`src/rtl/lcd_spi_writer.sv`:
```
// Serialises 9-bit {D/C, payload} words onto a 4-wire SPI panel bus (mode 0, MSB first).
// One word in flight plus one pending slot; wr_done pulses once per word as CS is released.
module lcd_spi_writer #(
  parameter int CLK_DIV  = 2,
  parameter int CS_SETUP = 1,
  parameter int CS_HOLD  = 1
) (
  input  logic       sys_clk_50MHz,
  input  logic       sys_rst_n,
  input  logic [8:0] data,
  input  logic       en_write,
  output logic       wr_done,
  output logic       busy,
  output logic       overflow,
  output logic       lcd_cs,
  output logic       lcd_sclk,
  output logic       lcd_mosi,
  output logic       lcd_dc
);

  localparam int MAX_AB = (CLK_DIV > CS_SETUP) ? CLK_DIV : CS_SETUP;
  localparam int MAXC   = (MAX_AB > CS_HOLD) ? MAX_AB : CS_HOLD;
  localparam int CNT_W  = $clog2(MAXC + 1);

  localparam logic [CNT_W-1:0] DIV_LD   = CNT_W'(CLK_DIV - 1);
  localparam logic [CNT_W-1:0] SETUP_LD = CNT_W'(CS_SETUP - 1);
  localparam logic [CNT_W-1:0] HOLD_LD  = CNT_W'(CS_HOLD - 1);

  typedef enum logic [2:0] {
    IDLE  = 3'd0,
    SETUP = 3'd1,
    SHIFT = 3'd2,
    HOLD  = 3'd3,
    DONE  = 3'd4
  } state_t;

  state_t           state, state_nxt;
  logic             en_write_d;
  logic [7:0]       sh, sh_nxt;
  logic             dc, dc_nxt;
  logic             sclk, sclk_nxt;
  logic [2:0]       bit_cnt, bit_nxt;
  logic [CNT_W-1:0] cnt, cnt_nxt;
  logic [8:0]       pend, pend_nxt;
  logic             pend_vld, pend_vld_nxt;
  logic             ovf, ovf_nxt;

  logic             req;
  logic             launch;
  logic             launch_pend;
  logic [8:0]       launch_word;
  logic             req_direct;

  assign req = en_write & ~en_write_d;

  always_ff @(posedge sys_clk_50MHz or negedge sys_rst_n) begin
    if (!sys_rst_n) begin
      state      <= IDLE;
      en_write_d <= 1'b0;
      sh         <= '0;
      dc         <= 1'b0;
      sclk       <= 1'b0;
      bit_cnt    <= '0;
      cnt        <= '0;
      pend       <= '0;
      pend_vld   <= 1'b0;
      ovf        <= 1'b0;
    end else begin
      state      <= state_nxt;
      en_write_d <= en_write;
      sh         <= sh_nxt;
      dc         <= dc_nxt;
      sclk       <= sclk_nxt;
      bit_cnt    <= bit_nxt;
      cnt        <= cnt_nxt;
      pend       <= pend_nxt;
      pend_vld   <= pend_vld_nxt;
      ovf        <= ovf_nxt;
    end
  end

  always_comb begin
    state_nxt    = state;
    sh_nxt       = sh;
    dc_nxt       = dc;
    sclk_nxt     = sclk;
    bit_nxt      = bit_cnt;
    cnt_nxt      = cnt;
    pend_nxt     = pend;
    pend_vld_nxt = pend_vld;
    ovf_nxt      = ovf;
    launch       = 1'b0;
    launch_pend  = 1'b0;
    launch_word  = data;
    req_direct   = 1'b0;

    unique case (state)
      IDLE: begin
        // A word parked while DONE was exiting takes priority over a new request.
        if (pend_vld) begin
          launch      = 1'b1;
          launch_pend = 1'b1;
          launch_word = pend;
        end else if (req) begin
          launch      = 1'b1;
          req_direct  = 1'b1;
          launch_word = data;
        end
      end
      SETUP: begin
        if (cnt == '0) begin
          state_nxt = SHIFT;
          cnt_nxt   = DIV_LD;
          bit_nxt   = '0;
          sclk_nxt  = 1'b0;
        end else begin
          cnt_nxt = cnt - 1'b1;
        end
      end
      SHIFT: begin
        if (cnt != '0) begin
          cnt_nxt = cnt - 1'b1;
        end else if (!sclk) begin
          sclk_nxt = 1'b1;
          cnt_nxt  = DIV_LD;
        end else if (bit_cnt == 3'd7) begin
          state_nxt = HOLD;
          sclk_nxt  = 1'b0;
          cnt_nxt   = HOLD_LD;
        end else begin
          // Next bit appears on MOSI together with the falling SCLK edge.
          sclk_nxt = 1'b0;
          sh_nxt   = {sh[6:0], 1'b0};
          bit_nxt  = bit_cnt + 1'b1;
          cnt_nxt  = DIV_LD;
        end
      end
      HOLD: begin
        if (cnt == '0) state_nxt = DONE;
        else           cnt_nxt   = cnt - 1'b1;
      end
      DONE: begin
        if (pend_vld) begin
          launch      = 1'b1;
          launch_pend = 1'b1;
          launch_word = pend;
        end else begin
          state_nxt = IDLE;
        end
      end
      default: state_nxt = IDLE;
    endcase

    if (launch) begin
      state_nxt = SETUP;
      sh_nxt    = launch_word[7:0];
      dc_nxt    = launch_word[8];
      sclk_nxt  = 1'b0;
      cnt_nxt   = SETUP_LD;
    end

    if (launch_pend) pend_vld_nxt = 1'b0;

    // Requests not launched directly go to the pending slot, freed this cycle if consumed.
    if (req && !req_direct) begin
      if (!pend_vld || launch_pend) begin
        pend_nxt     = data;
        pend_vld_nxt = 1'b1;
      end else begin
        ovf_nxt = 1'b1;
      end
    end
  end

  assign lcd_cs   = (state == IDLE) || (state == DONE);
  assign lcd_sclk = sclk;
  assign lcd_mosi = sh[7];
  assign lcd_dc   = dc;
  assign wr_done  = (state == DONE);
  assign busy     = (state != IDLE) || pend_vld;
  assign overflow = ovf;

endmodule
```
`config.mk`:
```
export PLATFORM = sky130hd
export DESIGN_NAME = lcd_spi_writer
export DESIGN_NICKNAME = d
export VERILOG_FILES = /design/src/rtl/lcd_spi_writer.sv
export SDC_FILE = /design/constraint.sdc
export NUM_CORES = 1
export LEC_CHECK = 0
export CORE_MARGIN = 2
export CORE_UTILIZATION = 54
export DETAILED_ROUTE_END_ITERATION = 8
export GPL_TIMING_DRIVEN = 0
export PLACE_DENSITY_LB_ADDON = 0.2
export SLEW_MARGIN = 20
export SYNTH_ARGS = -nofsm -noshare
export SYNTH_HDL_FRONTEND = slang
export SYNTH_SLANG_ARGS = --single-unit
```
`constraint.sdc`:
```
create_clock -name sys_clk_50MHz -period 1.8 [get_ports sys_clk_50MHz]
set_input_delay 0.45 -clock sys_clk_50MHz [delete_from_list [all_inputs] [get_ports sys_clk_50MHz]]
set_output_delay 0.45 -clock sys_clk_50MHz [all_outputs]
set_load 0.1 [all_outputs]
```
Yosys cells after proc, flatten, opt, wreduce, memory -nomap -nowiden
Cells that the tools add are included. W data, S select, Z words.

Output and inout bits: 7. Bits in registers: 30. Bits of input ports: 12.

Bitwise gates (word level): 3. Add/subtract/negate cells: 2. Mux-type cells: 42. Reduce and logical (&&, ||, !) cells: 23. Eq/ne operators: 19.

Operators by type and width (number): $mux W8 (5); $mux W3 (11); $mux W9 (2); $ne A3 B3 Y1 const B (6); $mux W1 (15); $pmux W3 S5 (1); $ne A2 B2 Y1 const B (7); $mux W2 (4); $reduce_bool A2 Y1 (4); $reduce_and A7 Y1 (1); $eq A3 B2 Y1 const B (2); $eq A3 B3 Y1 const B (2); $pmux W2 S3 (1); $pmux W3 S2 (1); $reduce_and A2 Y1 (3); $reduce_bool A3 Y1 (2); $reduce_and A5 Y1 (1); $pmux W1 S2 (2); $reduce_and A4 Y1 (1); $reduce_bool A4 Y1 (1); $add A3 B1 Y3 const B (1); $eq A3 B1 Y1 const B (1); $logic_not A3 Y1 (1); $logic_or A1 B1 Y1 (3); 9 further kinds (11).

Longest topological paths before layout
Gate-level depths: netlist of run 1.

Depth after elaboration: 8. Gate-level depth with buffers: 6. Mapped depth without buffers: 6.

Least setup slack after synthesis of run 1
No wires, ideal clock.

Path kind: register -> register. From: reg state[0]. To: reg pend[0]. Setup time: 0.125 ns. Setup slack: -0.510 ns. Clock period less this slack: 2.310 ns. Stages on the path, launching flop included: 5. Arrival time: 2.185 ns. Path through: dfrtp_1 -> or4_1 -> clkbuf_1 -> nand3_2 -> mux2_2.

Cells in the longest elaborated chain, start to end: 5.

RTL lines: start, declared (line 37) `state_t state, state_nxt;`; start signal, assigned (line 69) `state <= state_nxt;`; $eq A3 B3 Y1 / $logic_not A3 Y1 (equally long branches) (line 97) `unique case (state)`; $reduce_or A2 Y1 (no line) / $mux W1 (equally long branches); $mux W1 / $logic_not A1 Y1 (equally long branches); $logic_or A1 B1 Y1 / $logic_and A1 B1 Y1 (equally long branches) (line 166, 165); $reduce_and A2 Y1 (no line) *; end signal, assigned (line 76) `pend <= pend_nxt;`; end, declared (line 44) `logic [8:0] pend, pend_nxt;`.

Every way passes the cells marked *; elsewhere a longest branch is shown, timed or not. A chain may end at the register's enable or synchronous reset.

Final worst setup path of run 1
From: reg pend_vld. To: out busy.

Cells in the longest elaborated chain, start to end: 1.

RTL lines: start, declared (line 45) `logic pend_vld, pend_vld_nxt;`; start signal, assigned (line 77) `pend_vld <= pend_vld_nxt;`; $logic_or A1 B1 Y1 (line 180) `assign busy = (state != IDLE) || pend_vld;`; end, declared (line 13) `output logic busy,`.

Every way passes these cells.

==> results of run 1 <==
final cells by class:
type	count	area share, %
Clock inverter	2	2.96
Sequential cell	30	37.1
Multi-Input combinational cell	100	40.0
Inverter	3	0.556
Buffer	6	2.10
Timing Repair Buffer	25	12.8
Tap cell	30	1.85
Clock buffer	6	2.53
logic make-up after synthesis:
group                    after synthesis
multiplexers                          10
adder cells (fa/ha/maj)                4
buffers and inverters                  9
AO/OA/AOI/OAI                         36
flip-flops                            30
AND/OR/NAND/NOR                       48
XOR/XNOR                               1
worst max-delay path, cell delays in order, from the launching register on:
cell and delay [ns]:
dfrtp_1 0.39, or4_1 0.54, clkbuf_8 0.16, buf_12 0.16
power groups by stage:
stage                     registers, mW  logic (mW)  clock network (mW)
after floorplan                   0.908       0.134                   0
after global placement            0.835       0.297                   0
after detailed placement          0.840       0.305                   0
after CTS                         0.827       0.318               0.715
after global routing              0.846       0.379               0.752
final                             0.836       0.351               0.716
registers in the layout, summed over array words and instances, names as in the netlist:
name and count:
bit_cnt 3, cnt 2, en_write_d 1, lcd_dc 1, lcd_sclk 1, overflow 1
pend 9, pend_vld 1, sh 8, state 3
worst paths after layout:
path	endpoint	slack [ns]	depth (start not counted)
worst max-delay path	busy	-0.24	3
worst min-delay path	pend[4]	0.13	1
worst max register to register	pend[7]	-0.12	6
worst min register to register	overflow	0.48	1
max in group asynchronous	lcd_sclk	1.19	1
min in group sys_clk_50MHz	overflow	0.48	1
cell usage in the layout (no fill, tap or decap), drive strengths merged, types with 2 or more instances in the layout:
master	synthesis	final
clkdlybuf4s50	0	10
nand3	1	2
dfrtp	30	30
or3	4	4
nand2	9	9
o21ai	6	6
nand2b	3	3
a21o	4	4
bufinv	0	2
a21oi	6	6
nor2b	2	2
and2	3	3
inv	3	3
nor2	14	14
nor3	7	7
clkdlybuf4s15	0	3
mux2	9	9
o22ai	3	3
ha	4	4
clkbuf	5	11
o21bai	2	2
a22o	6	6
buf	1	13
a221o	5	5
metrics by stage:
stage	cells	TNS, ns	power [mW]	area [sq um]	worst slack, ns
after global routing	202	-1.97	1.98	2030	-0.259
after detailed placement	186	-4.75	1.15	1710	-0.693
after global placement	186	-11.64	1.13	1710	-0.698
after CTS	201	-0.290	1.86	1930	-0.221
after floorplan	138	0	1.04	1490	0.00436
final	202	-1.42	1.90	2030	-0.237
timing repair:
action,4_1_cts,5_1_grt
endpoints found under the setup margin,15,23
cloned,1,0
resized for setup,46,27
buffers inserted,6,1
pin swaps,2,2
routing by layer:
layer  GRT usage, %  vias to the layer above  wire length [microns]
met5              0                        -                      0
met4           11.9                        0                    104
met3           6.45                       15                    221
met2           37.3                       52                   1810
met1           30.6                      587                   1580
li1               -                      573                      -
==> reports/metrics.yaml, run 1 <==
synthesis:
  ys_seq_area_share_pct: 50.8
  yosysWarnings: 0
  ys_seq_elements: 30
  synth_compound_area_share_pct: 17.4
  async_flop_share_pct: 100
  netlist_top_cells_area: "dfrtp_1 (51%), mux2_2 (6.9%), a22o_1 (3.6%), a221o_1 (3.4%), ha_1 (3.4%)"
  ys_top_cells_by_count: "dfrtp_1 (30), nor2_1 (12), mux2_2 (9), nand2_1 (9)"
  netlist_area_sq_um: 1480
  syn-num-nets: 154
  synth-main-ff-cell: "dfrtp_1"
  synth_edf_count: 0
  yosysMostFrequentCell: "dfrtp_1"
  synth_xor_area_share_pct: 0.593
  avgSynthCellArea_sq_um: 10.7
  postSynthCellCount: 138
  synthSimpleGateAreaFrac_pct: 18.0
  synth.largest_area_cell: "dfrtp_1"
  synthAdderAreaFrac_pct: 3.39
  synth_top_area_share_pct: 50.8
  synth_mux_area_share_pct: 7.54
  synth_top_family_by_area: "simple AND/OR/NAND/NOR gates"
  ys_types: 35
pwr:
  p_int_mw: 1.40
  power_frac_seq_pct: 43.9
  p_per_area_nw_per_um2: 940
  switching_share_pct: 26.4
  pwr-share-comb_pct: 18.4
  p_leak_nw: 0.918
  p_clk_share_pct: 37.6
  switchingPower_mw: 0.503
  peakVddDrop_v: 0.000900
die:
  row_count: 18
  die_x_microns: 56.3
  core_sq_um: 2540
  pin_count: 19
  floorplan.initialDensity_pct: 58.1
  die_h_microns: 56.3
  dieArea_sq_um: 3170
routing:
  vias: 1227
  ant_nets: 0
  wl_per_cell_microns: 18.4
  first_iter_violations: 67
  dr.pass1.iters: 4
  postRouteWirelength_mm: 3.71
  routed_via_density: 6.07
  route.detailed.drc: 0
grt:
  antenna_found_initial: 0
  grt_pass1_wl_mm: 5.76
  grt_pass1_vias: 1221
  overflow: 0
  grtUsageTotal_pct: 23.9
  grt_max_degree: 31
clocking:
  root_buffer: "clkbuf_4"
  cts.clk_slew.worst_paths_ns: 0.10
  ctsHoldBuffers: 0
  cts_tree: "done"
  cts_buffers: 5
  worst_skew_pair.late_latency_ns: 0.34
  cts.sinks: 30
  h-tree-depth: 2
  clk_path_buf_depth: 2
timing:
  maxSlewHeadroom_pct: 55.2
  finClkSkew_ns: 0.0133
  setup_ws_ns: -0.237
  post-route-period-util_pct: 113
  hold_viol: 0
  max_clock_freq_ghz: 0.491
  period_needed_ns: 2.04
  hold_ws_ns: 0.134
  setup_violations: 15
  worst_pin_slew_ns: 0.672
  rsz0062_at_grt: "yes"
  drv_slew: 0
critical_path:
  r2r-start: "pend_vld"
  endpoint_kind: "output port"
  critPathLaunch: "pend_vld"
  cp_max_fo: 2
  cp.required_ns: 1.35
  crit_type: "reg -> out"
  cp-start-kind: "flop"
  crit_arrival_ns: 1.59
status:
  outcome: "complete, but fails checks"
  violations: "setup timing"
finish:
  synthToLayoutAreaGrowth_pct: 37.1
  diodes: 0
  multiInputGateArea_sq_um: 811
  fin_util_pct: 79.6
  fillCellCount: 161
  fin_nets: 187
  seq_area_sq_um: 752
  drive_above_1_share_pct: 32.6
placed_design:
  io_buffers: 18
  gp_congestion: 0.781
  dpl.hpwl_mm: 2.01
run:
  cap_violations: 0
worst_hold_path:
  hp-class: "in -> async"
No activity file was read; power rests on OpenSTA's default activity.
==> run 2: changes to the inputs <==
- SETUP_SLACK_MARGIN: not set -> 0.05
==> run 2 against run 1 <==
Count of clock-buffer cells in the layout rose by 1. First-iteration DRC count fell by 19%. Register-to-register slack improved by 0.09 ns. Highest routed layer unchanged. The flow still finishes with violations (setup timing). Design area fell by 3.0%. Worst hold slack got worse by 0.013 ns. Sequential power barely moved. Die area did not move. Final cell count rose by 0.99%. Critical endpoint unchanged. Maximum frequency rose by 2.6%. Clock power fell by 40%.
==> reports/metrics.yaml, run 2 (same netlist as run 1, synthesis figures left out) <==
pwr:
  p_int_mw: 1.09
  power_frac_seq_pct: 52.6
  peakVddDrop_v: 0.000694
  p_clk_share_pct: 27.1
  switching_share_pct: 31.1
  pwr-share-comb_pct: 20.3
  totalPowerFinal_mw: 1.59
  switchingPower_mw: 0.494
  p_leak_nw: 0.872
  p_per_area_nw_per_um2: 808
critical_path:
  path_delay_family: "simple AND/OR/NAND/NOR gates"
  max_stage_delay_ns: 0.56
  crit_arrival_ns: 1.53
  cp-start-kind: "flop"
  cp.required_ns: 1.35
  crit_slowest_cell: "or4_4"
  crit_buf_inv: 1
  worstPathCellList: "or4_4 > buf_16"
  cp_max_fo: 4
  endpoint_kind: "output port"
  crit_type: "reg -> out"
finish:
  diodes: 0
  final_common_cell: "dfrtp_1"
  fin_cells: 204
  top_register: "pend"
  largest_reg_flops: 9
  fin_nets: 189
  final_cell_mix: "dfrtp_1 (28), nor2_1 (12), buf_4 (11)"
  top_regs: "pend x9, sh x8"
  drive_above_1_share_pct: 33.9
  synthToLayoutAreaGrowth_pct: 32.9
die:
  core_sq_um: 2540
  row_count: 18
  dieArea_sq_um: 3170
  die_x_microns: 56.3
  pin_count: 19
  die_h_microns: 56.3
  floorplan.initialDensity_pct: 58.1
grt:
  antenna_found_initial: 0
  overflow: 0
  grtUsageTotal_pct: 23.7
  grt_pass1_wl_mm: 5.75
  grt_max_degree: 31
  grt_pass1_vias: 1258
timing:
  post-route-period-util_pct: 110
  drv_slew: 0
  setup_ws_ns: -0.185
  hold_ws_ns: 0.122
  finClkSkew_ns: 0.00737
  hold_viol: 0
  max_clock_freq_ghz: 0.504
  maxSlewHeadroom_pct: 55.9
  worst_pin_slew_ns: 0.661
  setup_violations: 6
  rsz0062_at_grt: "yes"
  period_needed_ns: 1.98
routing:
  postRouteWirelength_mm: 3.64
  vias: 1224
  routed_via_density: 6.00
  dr.pass1.iters: 4
  wl_per_cell_microns: 17.8
  ant_nets: 0
  first_iter_violations: 54
  route.detailed.drc: 0
status:
  violations: "setup timing"
  outcome: "complete, but fails checks"
clocking:
  clk_path_buf_depth: 2
  h-tree-depth: 2
  cts_tree: "done"
  cts.sinks: 30
  cts.clk_slew.worst_paths_ns: 0.10
  worst_skew_pair.late_latency_ns: 0.34
  root_buffer: "clkbuf_4"
  cts_buffers: 5
placed_design:
  dpl.hpwl_mm: 2.08
  place_ws_ns: -0.717
  placedCellCount: 186
  io_buffers: 18
  gp_congestion: 0.761
run:
  cap_violations: 0
worst_hold_path:
  hp-class: "in -> async"
-- run 2: repair_timing --
item                       CTS  global route
hold buffers                 0             0
setup buffers                7             3
pin swaps                    2             7
setup endpoints to repair   17            27
resized for setup           47            24
gates cloned                 1             0
-- run 2: layer usage --
layer	GRT usage (%)	up-vias	wire length, microns
met5	0	-	0
met4	10.2	0	34
met3	7.83	7	222
met2	38.2	49	1840
met1	29.0	593	1540
li1	-	575	-
-- run 2: path summary, 6_finish.rpt --
kind,from,end,slack [ns],cells after the start
max,state[0],busy,-0.18,2
min,sys_rst_n,lcd_dc,0.12,1
min in group sys_clk_50MHz,overflow,overflow,0.47,1
max reg2reg,state[0],sh[4],-0.03,6
min reg2reg,overflow,overflow,0.47,1
max in group asynchronous,sys_rst_n,lcd_sclk,1.20,1
-- run 2: power by group through the flow --
stage               clock, mW  sequential (mW)  combinational (mW)
detailed placement          0            0.839               0.307
floorplan                   0            0.908               0.135
global route            0.466            0.844               0.349
finish                  0.430            0.836               0.322
global placement            0            0.834               0.299
CTS                     0.430            0.827               0.311
-- run 2: stage by stage --
stage	area [sq um]	util (%)	TNS, ns
after floorplan	1520	-	0
after global placement	1730	68.1	-10.45
after detailed placement	1730	67.9	-5.13
after CTS	1870	73.6	-0.187
after global routing	1960	77.2	-0.982
final	1960	77.2	-0.325
-- run 2: area by class of cell --
type	count	area, sq um
well taps	30	37.5
flip-flops and latches	30	753
clock inverters	1	5.00
clock buffers	7	55.1
inverters	3	11.3
plain buffers	5	26.3
multi-input cells	100	798
repair buffers	28	278
fillers	170	581
